**config.mk**
```make
export PLATFORM = sky130hd
export DESIGN_NAME = alarm_fsm
export DESIGN_NICKNAME = d
export VERILOG_FILES = /design/src/rtl/alarm_fsm.sv
export SDC_FILE = /design/constraint.sdc
export NUM_CORES = 1
export LEC_CHECK = 0
export ABC_CLOCK_PERIOD_IN_PS = 3450
export CAP_MARGIN = 10
export CORE_UTILIZATION = 41
export DETAILED_ROUTE_END_ITERATION = 16
export GPL_ROUTABILITY_DRIVEN = 0
export PLACE_DENSITY = 0.91
export SLEW_MARGIN = 20
export SYNTH_ARGS = -nofsm -noshare
export SYNTH_HDL_FRONTEND = slang
export SYNTH_SLANG_ARGS = --single-unit
```
**constraint.sdc**
```tcl
create_clock -name clock_25mhz -period 3.45 [get_ports clock_25mhz]
set_clock_uncertainty 0.1 [all_clocks]
set_input_delay 0.345 -clock clock_25mhz [delete_from_list [all_inputs] [get_ports clock_25mhz]]
set_output_delay 0.345 -clock clock_25mhz [all_outputs]
set_load 0.005 [all_outputs]
```
**src/rtl/alarm_fsm.sv**
```systemverilog
// Anti-theft alarm controller.
// Sequences arm / trigger / siren / disarm from the ignition and door inputs.
// Acts as the initiator towards a shared countdown timer: it loads an interval
// on value, pulses start_timer, and later consumes the timer's expired level.
module alarm_fsm #(
  parameter int WIDTH = 4
) (
  input  logic             clock_25mhz,
  input  logic             reset_n,
  input  logic             ignition,
  input  logic             door_driver,
  input  logic             door_pass,
  input  logic             one_hz_enable,
  input  logic [WIDTH-1:0] t_arm_delay,
  input  logic [WIDTH-1:0] t_driver_delay,
  input  logic [WIDTH-1:0] t_pass_delay,
  input  logic [WIDTH-1:0] t_alarm_on,
  input  logic             expired,
  output logic             start_timer,
  output logic [WIDTH-1:0] value,
  output logic             siren_on,
  output logic             status_led,
  output logic [2:0]       state
);

  typedef enum logic [2:0] {
    ARMED      = 3'd0,
    TRIGGERED  = 3'd1,
    SOUND      = 3'd2,
    ALARM_HOLD = 3'd3,
    DISARMED   = 3'd4,
    WAIT_OPEN  = 3'd5,
    WAIT_CLOSE = 3'd6,
    ARM_DELAY  = 3'd7
  } alarmState_t;

  alarmState_t      r_state;
  alarmState_t      w_nextState;
  logic             r_start;
  logic             r_guardDly;
  logic [WIDTH-1:0] r_value;
  logic             r_siren;
  logic             r_led;

  logic             w_expValid;
  logic             w_anyDoor;
  logic             w_start;
  logic [WIDTH-1:0] w_value;
  logic             w_siren;
  logic             w_led;

  // The timer only drops expired one cycle after it sees start_timer, so the
  // level is untrustworthy on the pulse cycle and the cycle after it.
  assign w_expValid = expired & ~r_start & ~r_guardDly;
  assign w_anyDoor  = door_driver | door_pass;

  assign start_timer = r_start;
  assign value       = r_value;
  assign siren_on    = r_siren;
  assign status_led  = r_led;
  assign state       = r_state;

  // Next-state and next-output decode; ignition beats expired beats doors,
  // and expired is only acted on in the three timing states.
  always_comb begin
    w_nextState = r_state;
    w_start     = 1'b0;
    w_value     = r_value;
    w_siren     = 1'b0;
    w_led       = 1'b0;

    if (ignition) begin
      w_nextState = DISARMED;
    end else begin
      case (r_state)
        ARMED: begin
          if (door_driver) begin
            w_nextState = TRIGGERED;
            w_start     = 1'b1;
            w_value     = t_driver_delay;
          end else if (door_pass) begin
            w_nextState = TRIGGERED;
            w_start     = 1'b1;
            w_value     = t_pass_delay;
          end
        end
        TRIGGERED: begin
          if (w_expValid) w_nextState = SOUND;
        end
        SOUND: begin
          if (!w_anyDoor) begin
            w_nextState = ALARM_HOLD;
            w_start     = 1'b1;
            w_value     = t_alarm_on;
          end
        end
        ALARM_HOLD: begin
          if (w_expValid)     w_nextState = ARMED;
          else if (w_anyDoor) w_nextState = SOUND;
        end
        DISARMED: begin
          w_nextState = WAIT_OPEN;
        end
        WAIT_OPEN: begin
          if (door_driver) w_nextState = WAIT_CLOSE;
        end
        WAIT_CLOSE: begin
          if (!w_anyDoor) begin
            w_nextState = ARM_DELAY;
            w_start     = 1'b1;
            w_value     = t_arm_delay;
          end
        end
        ARM_DELAY: begin
          if (w_expValid)     w_nextState = ARMED;
          else if (w_anyDoor) w_nextState = WAIT_CLOSE;
        end
        default: begin
          w_nextState = ARMED;
        end
      endcase
    end

    w_siren = (w_nextState == SOUND) || (w_nextState == ALARM_HOLD);

    case (w_nextState)
      TRIGGERED, SOUND, ALARM_HOLD: w_led = 1'b1;
      ARMED:   w_led = (r_state == ARMED) ? (r_led ^ one_hz_enable) : 1'b0;
      default: w_led = 1'b0;
    endcase
  end

  // State and output registers; reset lands in ARMED with everything quiet.
  always_ff @(posedge clock_25mhz or negedge reset_n) begin
    if (!reset_n) begin
      r_state    <= ARMED;
      r_start    <= 1'b0;
      r_guardDly <= 1'b0;
      r_value    <= '0;
      r_siren    <= 1'b0;
      r_led      <= 1'b0;
    end else begin
      r_state    <= w_nextState;
      r_start    <= w_start;
      r_guardDly <= r_start;
      r_value    <= w_value;
      r_siren    <= w_siren;
      r_led      <= w_led;
    end
  end

endmodule

```
# ---- After elaboration in Yosys (flattened, before gate mapping)
# Index checks and enable logic that the tools add are counted.
dict set report totals {
  regBits 11
  input_bits 23
  out_inout_bits 10
}
dict set report classes {
  eq_ne 13
  n_mux 24
  bitwise_logic 7
  reduce_logical 7
}
# op n
set op_table {}
lappend op_table {{two-way mux 3 bit} 11}
lappend op_table {{one-hot mux 3 bit (8 select lines)} 1}
lappend op_table {{two-way mux 4 bit} 4}
lappend op_table {{== test 3 x 2 -> 1 bit, second input constant} 4}
lappend op_table {{== test 3 bit, second input constant} 4}
lappend op_table {{one-hot mux 4 bit (3 select lines)} 1}
lappend op_table {{== test 3 x 1 -> 1 bit, second input constant} 2}
lappend op_table {{zero test 3 bit} 2}
lappend op_table {{two-way mux 1 bit} 5}
lappend op_table {{AND reduction 5 bit} 1}
lappend op_table {{!= test 2 bit, second input constant} 2}
lappend op_table {{one-hot mux 1 bit (2 select lines)} 2}
lappend op_table {{!= test 3 bit, second input constant} 1}
lappend op_table {{NOT 1 bit} 3}
lappend op_table {{nonzero test 3 bit} 1}
lappend op_table {{OR reduction 3 bit} 1}
lappend op_table {{AND 1 bit} 2}
lappend op_table {{OR reduction 2 bit} 1}
lappend op_table {{logical OR 1 bit} 1}
lappend op_table {{OR 1 bit} 1}
lappend op_table {{XOR 1 bit} 1}

# ---- Logic depth before layout (Yosys ltp)
dict set report depth {
  depth_word 9
  depth_mapped 5
  mapped_depth_nobuf 4
}

# ---- Worst setup path before layout
# OpenSTA, ideal clock, no wires.
dict set report synth_timing {
  path_kind {register to register}
  startpoint {register r_state[1], in the netlist state[1]}
  endpoint {register r_value[0], in the netlist value[0]}
  setup_ps 125
  t_arrival_ps 1512
  required_time_ps 3225
  path_slack_ps 1713
  stages_incl_launch_ff 4
  synth_period_minus_slack_ps 1737
  cell_sequence {dfrtp_1 or3_4 a211oi_4 mux2_2}
}
dict set report synth_between {
  elab_chain_cells 3
}
# element line
set synth_rtl {}
lappend synth_rtl {{start, declared} 37} ;# alarmState_t r_state;
lappend synth_rtl {{start signal, assigned} 143} ;# r_state <= w_nextState;
lappend synth_rtl {{== test 3 x 2 -> 1 bit, or another cell as far along} 75} ;# case (r_state)
lappend synth_rtl {{!= test 2 bit (no line), or another cell as far along} -}
lappend synth_rtl {{AND reduction 5 bit (no line)} -}
lappend synth_rtl {{end signal, assigned} 146} ;# r_value <= w_value;
lappend synth_rtl {{end, declared} 41} ;# logic [WIDTH-1:0] r_value;
# Parallel ways exist; a longest one is shown, timed or not.
# A chain may end at the register's enable or synchronous reset.

# ---- Worst setup path after layout
dict set report layout_timing {
  startpoint {input door_driver}
  endpoint {register r_value[2], in the netlist value[2]}
}
dict set report layout_between {
  elab_chain_cells 3
}
# element line
set layout_rtl {}
lappend layout_rtl {{start, declared} 11} ;# input logic door_driver,
lappend layout_rtl {{OR 1 bit} 55} ;# assign w_anyDoor = door_driver | door_pass;
lappend layout_rtl {{!= test 2 bit (no line)} -}
lappend layout_rtl {{AND reduction 5 bit (no line)} -}
# Parallel ways exist; a longest one is shown, timed or not.

==> results.sh <==
export IMPL_cp_slowest_cell="clkdlybuf4s50_1"
export IMPL_htreeDepth=1
export IMPL_die_area_um2=1710
export IMPL_synth_area_um2=633
export IMPL_final_util_pct=71.7
export IMPL_top_layer_used="met4"
export IMPL_synth_warnings=0
export IMPL_synth_xor_area_share_pct=2.77
export IMPL_dr_wl_met2_um=707
export IMPL_ctsResizeCount=0
export IMPL_die_y_um=41.3
export IMPL_stdcell_count=109
export IMPL_drtPass1Iterations=2
export IMPL_clk_pin_slew_ns=0.07
export IMPL_critPathMaxFanout=8
export IMPL_worst_r2r_cell_count=3
export IMPL_layout_commonest_cell="clkdlybuf4s50_1"
export IMPL_fin_setup_tns_ns=0
export IMPL_antenna_cells=0
export IMPL_r2r_end="value[2]"
export IMPL_p_comb_share_pct=32.8
export IMPL_hold_buffers=0
export IMPL_grt_pass1_wl_um=2150
export IMPL_yosys_area_share_adder_pct=0
export IMPL_portBuffers=32
export IMPL_yosys_area_share_simple_pct=16.0
export IMPL_synth_mux_area_share_pct=13.4
export IMPL_yosysSeqAreaShare_pct=43.5
export IMPL_antenna_found_initial=0
export IMPL_ant_nets=0
export IMPL_seqPwrFrac_pct=44.7
export IMPL_ir_worst_vdd_mv=0.276
export IMPL_synth_compound_area_share_pct=19.0
export IMPL_rsz0062_at_grt="false"
export IMPL_report_final_setup_viol=0
export IMPL_slew_viol_final=0
export IMPL_layout_drive_gt1_share_pct=10.6
export IMPL_first_global_vias=535
export IMPL_swShare_pct=25.6
export IMPL_hold_viol=0
export IMPL_cp_buffers_inverters=1
export IMPL_r2r_start="state[2]"
export IMPL_viasPerCell=5.20
export IMPL_p_int_mw=0.286
export IMPL_power_leakage_nw=0.412
export IMPL_min_path_type="input port to async pin"
export IMPL_cap_violations=0
export IMPL_tightest_slew_ns=0.533
export IMPL_start_kind="input port"
export IMPL_final_cell_mix="clkdlybuf4s50_1, dfrtp_1"
export IMPL_grt_overflow=0
export IMPL_powerDensity_nw_per_um2=392
export IMPL_met3_length_um=82
export IMPL_final_nets=118
export IMPL_die_w_um=41.3
export IMPL_clockPowerShare_pct=22.5
export IMPL_period_share_pct=62.9
export IMPL_syn_inst=61
export IMPL_max_stage_delay_ns=0.67
export IMPL_p_total_mw=0.384
export IMPL_cp_cell_sequence="clkdlybuf4s50_1 > nor2_2 > or3_4 > a211oi_4 > mux2_2"
export IMPL_ios=33
export IMPL_status="complete, no violations"
export IMPL_core_um2=1370
export IMPL_slew_headroom_pct=64.5
export IMPL_drt_met1_wl_um=609
export IMPL_cts_buffers=3
export IMPL_dr_first_iter_drc_count=13
export IMPL_cts_sinks=11
export IMPL_ctsLongestPathBuffers=2
export IMPL_synth_top_family_by_area="compound AO/OA/AOI/OAI gates"
export IMPL_dp_cells=105
export IMPL_post_cts_buffers=0
export IMPL_fmax_ghz=0.461
export IMPL_dp_hpwl_um=1180
export IMPL_syn_avg_cell_area_um2=10.4
export IMPL_vias=567
export IMPL_drcViolationCount=0
export IMPL_areaGrowthSynthToFinish_pct=54.7
export IMPL_grt_util_all_layers_pct=19.8
export IMPL_cp_required_ns=3.50
export IMPL_tritoncts="yes"
export IMPL_crit_path_end_kind="flop"
export IMPL_grt_max_degree=18
export IMPL_root_buffer="clkbuf_4"
export IMPL_route_detailed_wl_per_inst_um=13.2
export IMPL_drt_total_wl_um=1440
export IMPL_rrSetupSlack_ns=1.45
export IMPL_layout_min_cycle_time_ns=2.17
export IMPL_fill_cells=108
export IMPL_crit_type="input port to flop"
export IMPL_crit_arrival_ns=2.22
export IMPL_initial_utilization_pct=46.3
export IMPL_path_delay_family="buffers and inverters"
export IMPL_clock_latency_ns=0.26
export IMPL_synth_nets=84
export IMPL_switchingPower_mw=0.0985
export IMPL_synth_seq_cells=11
export IMPL_ys_types=26
export IMPL_rows=13
[metrics by stage]
| stage | hold slack, ns | instance area (µm²) | setup slack (ns) |
|---|---|---|---|
| finish | 0.298 | 980 | 1.28 |
| global route | 0.321 | 980 | 1.21 |
| CTS | 0.310 | 980 | 1.28 |
| detailed placement | 0.293 | 953 | 0.990 |
| global placement | 0.286 | 953 | 1.07 |
| floorplan | -0.0506 | 633 | 1.71 |
[cell type report]
class | count | area (µm²) | area share, %
multi-input combinational | 43 | 324 | 33.1
sequential | 11 | 275 | 28.1
inverter | 4 | 15.0 | 1.53
tap | 15 | 18.8 | 1.92
timing repair buffer | 32 | 320 | 32.7
clock buffer | 4 | 26.3 | 2.68
[worst reg2reg max path: cells and delay by family, from the launching register on]
kind | cells | cell delay (ns)
flops | 1 | 0.57
simple gates | 1 | 0.48
mux | 1 | 0.38
compound gates | 1 | 0.36
[power groups by stage]
stage / Combinational, mW / Clock, mW / Sequential [mW]
3_5_place_dp: 0.127 / 0 / 0.173
6_report: 0.126 / 0.0865 / 0.172
2_1_floorplan: 0.0444 / 0 / 0.172
4_1_cts: 0.127 / 0.0897 / 0.171
3_3_place_gp: 0.124 / 0 / 0.173
5_1_grt: 0.137 / 0.0944 / 0.176
[how the worst max path moves through the flow]
stage | startpoint | end | slack (ns) | cells past startpoint
2_1_floorplan | state[1] | value[0] | 1.71 | 3
3_3_place_gp | door_driver | value[3] | 1.07 | 5
3_5_place_dp | door_driver | value[2] | 0.99 | 5
4_1_cts | door_driver | value[2] | 1.28 | 5
5_1_grt | door_driver | value[3] | 1.21 | 5
6_report | door_driver | value[2] | 1.28 | 5
[kinds of logic after synthesis]
logic type	count (synthesis)
buffers and inverters	7
xor gates and xnor gates	2
and+or+nand+nor	17
DFF	11
muxes	8
AOI/OAI and AO/OA	16
[synthesized netlist by cell type]
master	n	area (µm²)
nand3_1	1	5.00
a21oi_1	4	20.0
o21bai_1	1	7.51
a211o_1	1	8.76
nor2_2	1	6.26
or3_4	1	11.3
o21ai_0	1	5.00
a31oi_1	2	12.5
nand2b_1	3	18.8
nand2_1	3	11.3
o211ai_1	1	7.51
buf_6	1	11.3
a211oi_1	4	30.0
a32oi_1	1	8.76
dfrtp_1	11	275
nor3b_1	1	7.51
mux2i_1	4	40.0
a211oi_4	1	20.0
inv_1	4	15.0
nor3_1	2	10.0
nor2b_1	4	25.0
xnor2_1	1	8.76
and3_1	1	6.26
mux2_2	4	45.0
clkbuf_1	2	7.51
xor2_1	1	8.76
[state kept, by name, summed over array words and instances, names as in the netlist]
register / count
value: 4
state: 3
r_guardDly: 1
siren_on: 1
start_timer: 1
status_led: 1
[routing by layer]
layer	vias up	GRT usage, %
met1	245	23.1
met4	0	12.1
met3	6	5.85
li1	285	-
met5	-	0
met2	31	31.6
No activity file was read; power rests on OpenSTA's default activity.
